$ cat src/rtl/apu_pkg.sv
// apu_pkg: shared frame-sequencer step defaults, wrap points and mode type
package apu_pkg;
  localparam int STEP1_DEF = 7457;
  localparam int STEP2_DEF = 14913;
  localparam int STEP3_DEF = 22371;
  localparam int STEP4_DEF = 29829;
  localparam int STEP5_DEF = 37281;
  localparam int WRAP4_DEF = STEP4_DEF + 1;
  localparam int WRAP5_DEF = STEP5_DEF + 1;
  localparam int WRITE_DELAY_DEF = 3;
  typedef enum logic {MODE_4STEP = 1'b0, MODE_5STEP = 1'b1} mode_e;
endpackage

$ cat src/rtl/apu_frame_counter_if.sv
// apu_frame_counter_if: $4017 write, status ack and frame strobe bundle
interface apu_frame_counter_if;
  logic       wr_en;
  logic [7:0] wr_data;
  logic       irq_ack;
  logic       quarter_frame;
  logic       half_frame;
  logic       irq;
  modport master (output wr_en, wr_data, irq_ack, input quarter_frame, half_frame, irq);
  modport slave (input wr_en, wr_data, irq_ack, output quarter_frame, half_frame, irq);
endinterface

$ cat src/rtl/frame_step_decode.sv
// frame_step_decode: matches the cycle counter against the step table of the current mode
module frame_step_decode import apu_pkg::*; #(
  parameter int STEP1 = STEP1_DEF,
  parameter int STEP2 = STEP2_DEF,
  parameter int STEP3 = STEP3_DEF,
  parameter int STEP4 = STEP4_DEF,
  parameter int STEP5 = STEP5_DEF
) (
  input  logic [15:0] cnt,
  input  mode_e       mode,
  output logic        q_hit,
  output logic        h_hit,
  output logic        irq_hit,
  output logic        wrap
);
  logic last;
  always_comb begin
    last = mode == MODE_5STEP ? cnt == 16'(STEP5) : cnt == 16'(STEP4);
    q_hit = cnt == 16'(STEP1) || cnt == 16'(STEP2) || cnt == 16'(STEP3) || last;
    h_hit = cnt == 16'(STEP2) || last;
    irq_hit = mode == MODE_4STEP && (cnt == 16'(STEP4 - 1) || cnt == 16'(STEP4) || cnt == 16'(STEP4 + 1));
    wrap = cnt == (mode == MODE_5STEP ? 16'(STEP5 + 1) : 16'(STEP4 + 1));
  end
endmodule

$ cat src/rtl/apu_frame_counter.sv
// apu_frame_counter: APU frame sequencer producing quarter/half-frame strobes and the frame IRQ
module apu_frame_counter import apu_pkg::*; #(
  parameter int STEP1 = STEP1_DEF,
  parameter int STEP2 = STEP2_DEF,
  parameter int STEP3 = STEP3_DEF,
  parameter int STEP4 = STEP4_DEF,
  parameter int STEP5 = STEP5_DEF,
  parameter int WRITE_DELAY = WRITE_DELAY_DEF
) (
  input logic clk,
  input logic rst_n,
  apu_frame_counter_if.slave bus
);
  logic [15:0] cnt;
  mode_e       mode;
  logic        inhibit;
  logic        pending;
  logic [1:0]  dly;
  logic        q_hit, h_hit, irq_hit, wrap, expire;
  logic        unused_wr;
  assign unused_wr = ^bus.wr_data[5:0];
  frame_step_decode #(
    .STEP1(STEP1), .STEP2(STEP2), .STEP3(STEP3), .STEP4(STEP4), .STEP5(STEP5)
  ) u_dec (
    .cnt(cnt), .mode(mode), .q_hit(q_hit), .h_hit(h_hit), .irq_hit(irq_hit), .wrap(wrap)
  );
  // a fresh write on the expiry edge restarts the delay instead of resetting
  assign expire = pending && dly == 2'd1 && !bus.wr_en;
  always_ff @(posedge clk or negedge rst_n) begin
    if (!rst_n) begin
      cnt <= '0;
      mode <= MODE_4STEP;
      inhibit <= 1'b0;
      pending <= 1'b0;
      dly <= '0;
      bus.quarter_frame <= 1'b0;
      bus.half_frame <= 1'b0;
      bus.irq <= 1'b0;
    end else begin
      cnt <= (expire || wrap) ? '0 : cnt + 16'd1;
      bus.quarter_frame <= expire ? mode == MODE_5STEP : q_hit;
      bus.half_frame <= expire ? mode == MODE_5STEP : h_hit;
      bus.irq <= (bus.wr_en && bus.wr_data[6]) ? 1'b0 :
                 (irq_hit && !inhibit)         ? 1'b1 :
                 bus.irq_ack                   ? 1'b0 : bus.irq;
      if (bus.wr_en) begin
        mode <= mode_e'(bus.wr_data[7]);
        inhibit <= bus.wr_data[6];
        dly <= 2'(WRITE_DELAY);
        pending <= 1'b1;
      end else if (pending) begin
        dly <= dly - 2'd1;
        pending <= !expire;
      end
    end
  end
endmodule

$ cat src/flat_wrapper.sv
// flat-port wrapper written by rule: the top's interface ports become plain ports
module apu_frame_counter_flat import apu_pkg::*;
#(
  parameter int STEP1 = STEP1_DEF,
  parameter int STEP2 = STEP2_DEF,
  parameter int STEP3 = STEP3_DEF,
  parameter int STEP4 = STEP4_DEF,
  parameter int STEP5 = STEP5_DEF,
  parameter int WRITE_DELAY = WRITE_DELAY_DEF
)
  (clk, rst_n, bus_wr_en, bus_wr_data, bus_irq_ack, bus_quarter_frame, bus_half_frame, bus_irq);
  apu_frame_counter_if bus_i ();
  input logic clk;
  input logic rst_n;
  input wire logic [$bits(bus_i.wr_en)-1:0] bus_wr_en;
  input wire logic [$bits(bus_i.wr_data)-1:0] bus_wr_data;
  input wire logic [$bits(bus_i.irq_ack)-1:0] bus_irq_ack;
  output wire logic [$bits(bus_i.quarter_frame)-1:0] bus_quarter_frame;
  output wire logic [$bits(bus_i.half_frame)-1:0] bus_half_frame;
  output wire logic [$bits(bus_i.irq)-1:0] bus_irq;
  assign bus_i.wr_en = bus_wr_en;
  assign bus_i.wr_data = bus_wr_data;
  assign bus_i.irq_ack = bus_irq_ack;
  assign bus_quarter_frame = bus_i.quarter_frame;
  assign bus_half_frame = bus_i.half_frame;
  assign bus_irq = bus_i.irq;
  apu_frame_counter #(.STEP1(STEP1), .STEP2(STEP2), .STEP3(STEP3), .STEP4(STEP4), .STEP5(STEP5), .WRITE_DELAY(WRITE_DELAY)) u_core (.clk(clk), .rst_n(rst_n), .bus(bus_i));
endmodule
$ cat config.mk
export PLATFORM = sky130hd
export DESIGN_NAME = apu_frame_counter_flat
export DESIGN_NICKNAME = d
export VERILOG_FILES = /design/src/rtl/apu_pkg.sv /design/src/rtl/apu_frame_counter_if.sv /design/src/rtl/frame_step_decode.sv /design/src/rtl/apu_frame_counter.sv /design/src/flat_wrapper.sv
export SDC_FILE = /design/constraint.sdc
export NUM_CORES = 1
export LEC_CHECK = 0
export CORE_MARGIN = 4
export CORE_UTILIZATION = 49
export DETAILED_ROUTE_END_ITERATION = 8
export HOLD_SLACK_MARGIN = 0.1
export PLACE_DENSITY = 0.76
export SETUP_SLACK_MARGIN = 0.05
export SKIP_CTS_REPAIR_TIMING = 1
export SLEW_MARGIN = 25
export SYNTH_ARGS = -nofsm -noshare
export SYNTH_HDL_FRONTEND = slang
export SYNTH_SLANG_ARGS = --single-unit
$ cat constraint.sdc
create_clock -name clk -period 1.4 [get_ports clk]
set_input_delay 0.28 -clock clk [delete_from_list [all_inputs] [get_ports clk]]
set_output_delay 0.28 -clock clk [all_outputs]
set_load 0.02 [all_outputs]
* Yosys cells after proc, flatten, opt, wreduce, memory -nomap -nowiden
Index checks and enable logic that the tools add are counted.
Widths: inputs -> output; s select.
** Storage, ports and cells
- Output and inout port bits :: 3
- Bits in registers :: 24
- Input port bits :: 12
- Logic and storage cells :: 49
** Operators by class
- Mux-type cells :: 12
- Bitwise gates (word level) :: 1
- Eq/ne operators :: 9
- Add/sub/neg operators :: 2
- Reductions and logical operators :: 17
** Operators with widths (number)
- $eq 16x15->1 const B :: 4
- $mux 16 :: 2
- $add 16x1->16 const B :: 1
- $eq 16x13->1 const B :: 1
- $eq 16x14->1 const B :: 1
- $eq 16x16->1 :: 1
- $eq 16x16->1 const B :: 1
- $mux 1 :: 8
- $logic_or 1x1->1 :: 7
- $logic_and 1x1->1 :: 5
- $mux 2 :: 2
- $logic_not 1->1 :: 3
- $reduce_bool 3->1 :: 1
- $eq 2x1->1 const B :: 1
- $reduce_bool 2->1 :: 1
- $sub 2x1->2 const B :: 1
- $not 1->1 :: 1

* Longest topological paths before layout
- Depth in word-level cells :: 7
- Gate-level depth with buffers :: 7
- Mapped depth without buffers :: 6

* Modules after synthesis
From an unflattened synthesis, not the netlist that was laid out.
** Unflattened totals
- Cells, all modules :: 134
- Area, all modules :: 1328.8 µm²
** Modules (own cells, without submodules)
- apu_frame_counter :: area each 1127.3 µm², sequential area each 600.6 µm², instances 1, cells an instance 108
- frame_step_decode :: area each 201.4 µm², sequential area each 0.0 µm², instances 1, cells an instance 26

* Worst setup path before layout
No wires, ideal clock.
- Kind :: flip-flop to flip-flop
- From :: reg u_core.cnt[9]
- To :: reg u_core.bus.quarter_frame
- Data arrival time :: 1.509 ns
- Clock period less this slack :: 1.586 ns
- Setup slack :: -0.186 ns
- Buffers on the path :: 0
- Setup time :: 0.076 ns
- Data required time :: 1.324 ns
- Stages on the path, launching flop included :: 6
- Cells stage by stage :: dfrtp_1 -> or4b_4 -> or2_0 -> o22ai_2 -> a21oi_1 -> o21ai_1
** Between the ends
- Word-level cells in the longest chain between the ends :: 5
- Elaborated cells between the ends (all ways) :: 10
- Those cells by class :: 5 x eq/ne; 2 x mux; 3 x reduce/logical
** Ends and longest elaborated chain
- start: declaration :: RTL line apu_frame_counter.sv:14 : logic [15:0] cnt;
- start signal: assignment :: RTL line apu_frame_counter.sv:40 : cnt <= (expire || wrap) ? '0 : cnt + 16'd1;
- $eq 16x13->1 / $eq 16x14->1 (equally long branches) :: RTL line frame_step_decode.sv:19 : q_hit = cnt == 16'(STEP1) || cnt == 16'(STEP2) || cnt == 16'(STEP3) || last;
- $logic_or 1x1->1 (2 in series) :: RTL line frame_step_decode.sv:19
- $logic_or 1x1->1 (*) :: RTL line frame_step_decode.sv:19
- $mux 1 (*) :: RTL line apu_frame_counter.sv:41 : bus.quarter_frame <= expire ? mode == MODE_5STEP : q_hit;
- end signal: assignment :: RTL line apu_frame_counter.sv:41
- end: declaration :: RTL line apu_frame_counter_if.sv:10 : modport slave (input wr_en, wr_data, irq_ack, output quarter_frame, half_frame, irq);
Mark *: on every way between the ends. The rest lies on a longest branch, timed or not.
A chain may end at the register's enable or synchronous reset.

* Worst setup path in the final report
- From :: reg u_core.cnt[9]
- To :: reg u_core.cnt[10]
** Between the ends
- Word-level cells in the longest chain between the ends :: 3
- Elaborated cells between the ends (all ways) :: 4
- Those cells by class :: 1 x add/sub; 1 x eq/ne; 1 x mux; 1 x reduce/logical
** Ends and longest elaborated chain (RTL line)
- parallel branches: the longest is 2 deep, another holds $add 16x1->16
- $mux 16 (*) :: apu_frame_counter.sv:40
Mark *: on every way between the ends.

==> summary.txt <==
Status
  • Status: finished, violations left
  • Failing checks: setup timing

Synthesis
  • Syn avg cell area: 9.96 sq um
  • Ys Warns: 0
  • Fraction of the mapped netlist area in adder cells: 4.87%
  • Seq/Total Area, Yosys: 46.7%
  • Number of synthesized flops with an enable pin: 0
  • Synth Area in Compound Gates: 6.23%
  • Simple-gate share of the synthesized area: 27.5%
  • Xor/xnor share of the synthesized area: 10.2%
  • Count of different cell masters after synthesis: 37
  • Synth cell count leaders: dfrtp_1, nor2_1, xor2_1
  • Post-synthesis mux area share: 1.75%
  • Synthesized Nets: 146
  • Count leader, synth: dfrtp_1
  • Main synth FF type: dfrtp_1
  • Post-synth top area share: 46.7%
  • Post-Syn Area: 1280 sq um
  • Main combinational cell family by area after synthesis: simple AND/OR/NAND/NOR gates
  • Synth Register Bits: 24
  • Leading area contributor after synthesis: dfrtp_1
  • Fraction of registers with async set/reset: 100%
  • Post-Synthesis Cells: 129
  • Synth area leaders: dfrtp_1, xor2_1, nor2_1

Layout
  • Ant. Diodes: 0
  • Final instance area: 1770 sq um
  • Layout cells sized above 1: 32.6%
  • # fillers: 179
  • Layout area overhead: 37.4%
  • Final nets: 190

Power and ir drop
  • Power density over the cells: 1360 nW/um^2
  • Pwr Total: 2.40 mW
  • VDD IR-drop max: 1.46 mV
  • Static leakage power: 0.858 nW

Critical path
  • Reg-to-Reg Start: u_core.cnt[9]
  • CP Capture Type: flop
  • Register-to-register setup slack: -0.29 ns
  • Crit Path Class: reg2reg
  • CP Launch Type: flop
  • RR Endpoint: u_core.cnt[10]
  • R2R cell count: 4
  • Worst-path fanout max: 6
  • Arr. time, crit path: 1.90 ns
  • WP data required: 1.62 ns

STA
  • Max Fclk: 593 MHz
  • Final max-slew violation count: 0
  • Tcrit/Tclk final: 120%
  • Setup violators final: 16
  • Worst Tran Pin Value: 0.328 ns
  • Final Critical Period: 1.69 ns
  • Final hold vios: 0
  • Slew headroom: 78.0%
  • Max Clock Skew: 0.0144 ns
  • RSZ-0062 raised after global routing: true
  • Final worst setup slack: -0.286 ns

Drt
  • Routed WL: 3140 um
  • Drt pass-1 iters: 4
  • DRC Markers: 0
  • Vias post-DR: 1091
  • DR vias/cell: 5.40
  • Post-route ant nets: 0
  • Initial DRC count: 18
  • Post-DR wirelength/cell: 15.5 um

CTS
  • Clock root buffer: clkbuf_4
  • Num CTS Buffers: 3
  • Clock-pin slew on the worst setup and hold paths: 0.14 ns
  • CTS tree: done
  • Clk Latency, worst-skew pair: 0.32 ns
  • H-tree levels: 1
  • Clock sinks: 24
  • Bufs on Longest Clock Path: 2

Global routing
  • First-pass GRT wire length: 4930 um
  • Largest net degree at the start of global routing: 25
  • Initial antenna violation count: 0
  • Gr usage total: 18.8%
  • Overflow after GRT: 0
  • Number of global-route vias before repair: 1094

Place
  • Placer Congestion: 0.902
  • Dpl hpwl: 2040 um
  • Dpl cell area: 1620 sq um
  • Input/output buffers: 8

Floorplanning
  • FP Rows: 18
  • Starting Density: 51.4%
  • Die height: 59.2 um
  • I/O pin cnt: 15
  • Die Width: 59.2 um
  • Core Region: 2500 sq um
  • Die Area: 3510 sq um

Flow run
  • Number of max-cap violations: 0

Min path
  • Hold Crit Class: in2async
==> power breakdown <==
part	switching [mW]	total, mW	internal (mW)	leakage, nW
sequential	0.136	0.966	0.830	0.309
clock	0.211	0.500	0.289	0.0279
combinational	0.483	0.930	0.447	0.521
total	0.830	2.40	1.57	0.858
==> how the worst max path moves through the flow <==
| stage | start | endpoint | slack [ns] | cells past startpoint |
|---|---|---|---|---|
| floorplan | u_core.cnt[6] | u_core.bus.quarter_frame | -0.12 | 5 |
| global placement | bus_wr_en | u_core.bus.quarter_frame | -0.17 | 5 |
| detailed placement | u_core.cnt[8] | u_core.cnt[0] | -0.19 | 6 |
| CTS | u_core.cnt[8] | u_core.cnt[10] | -0.23 | 6 |
| global route | u_core.cnt[8] | u_core.bus.quarter_frame | -0.36 | 6 |
| finish | u_core.cnt[9] | u_core.cnt[10] | -0.29 | 4 |
==> per-stage QoR <==
step / util [%] / cells / hold slack, ns / setup slack [ns] / setup TNS (ns)
global route: 70.6 / 202 / 0.303 / -0.361 / -4.80
floorplan: - / 129 / -0.0156 / -0.118 / -1.12
CTS: 66.7 / 197 / 0.298 / -0.230 / -3.50
finish: 70.6 / 202 / 0.294 / -0.286 / -3.91
global placement: 64.6 / 193 / 0.492 / -0.166 / -2.15
detailed placement: 64.6 / 193 / 0.501 / -0.192 / -2.62
==> placed cells by master (no fill, tap or decap), types with 2 or more instances in the layout <==
| master | instances |
|---|---|
| nand3_1 | 6 |
| a31o_2 | 2 |
| and3_1 | 3 |
| nand2_1 | 7 |
| o21ai_1 | 2 |
| mux2_2 | 2 |
| dfrtp_1 | 24 |
| xnor2_1 | 4 |
| ha_1 | 4 |
| nor3_2 | 2 |
| nand2b_1 | 2 |
| buf_4 | 31 |
| a21oi_2 | 2 |
| clkdlybuf4s50_1 | 5 |
| xor2_1 | 10 |
| nand4b_1 | 3 |
| inv_1 | 7 |
| dlymetal6s2s_1 | 3 |
| clkbuf_4 | 3 |
| nor2_1 | 19 |
| or3_1 | 2 |
| nand4_1 | 2 |
==> layout make-up <==
type                       count  area [sq um]  area share (%)
clock inverter                 1          30.0            1.70
timing repair buffer          40           332            18.8
tap                           30          37.5            2.13
inverter                       7          26.3            1.49
clock buffer                   3          22.5            1.28
sequential                    24           601            34.0
multi-input combinational     97           717            40.6
==> state kept, by name, summed over array words and instances (netlist names) <==
| register | cells |
|---|---|
| u_core.bus.half_frame | 1 |
| u_core.bus.irq | 1 |
| u_core.bus.quarter_frame | 1 |
| u_core.cnt | 16 |
| u_core.dly | 2 |
| u_core.inhibit | 1 |
| u_core.mode | 1 |
| u_core.pending | 1 |
==> worst max-delay path: stages (launching register included) <==
cell     delay (ns)
dfrtp_1        0.41
or4b_4         0.57
nor2_1         0.24
a31o_2         0.28
nor2_1         0.08
==> metal layers <==
layer	vias up	share of wire, %	GRT usage [%]	routed length, um
met5	-	0	0	0
met4	0	2.4	9.06	74
met3	8	2.3	2.18	72
met2	16	50	31.2	1570
met1	527	45	24.2	1420
li1	540	-	-	-
==> logic make-up (layout without fill, tap and decap cells) <==
kind of cell,count (synthesis),after routing
buffers and inverters,9,51
AND/OR/NAND/NOR,62,62
multiplexers,2,2
XOR/XNOR,15,15
adder cells (fa/ha/maj),5,5
flip-flops,24,24
AO/OA/AOI/OAI,12,13
Note: power is estimated with default switching activity, not from simulation.
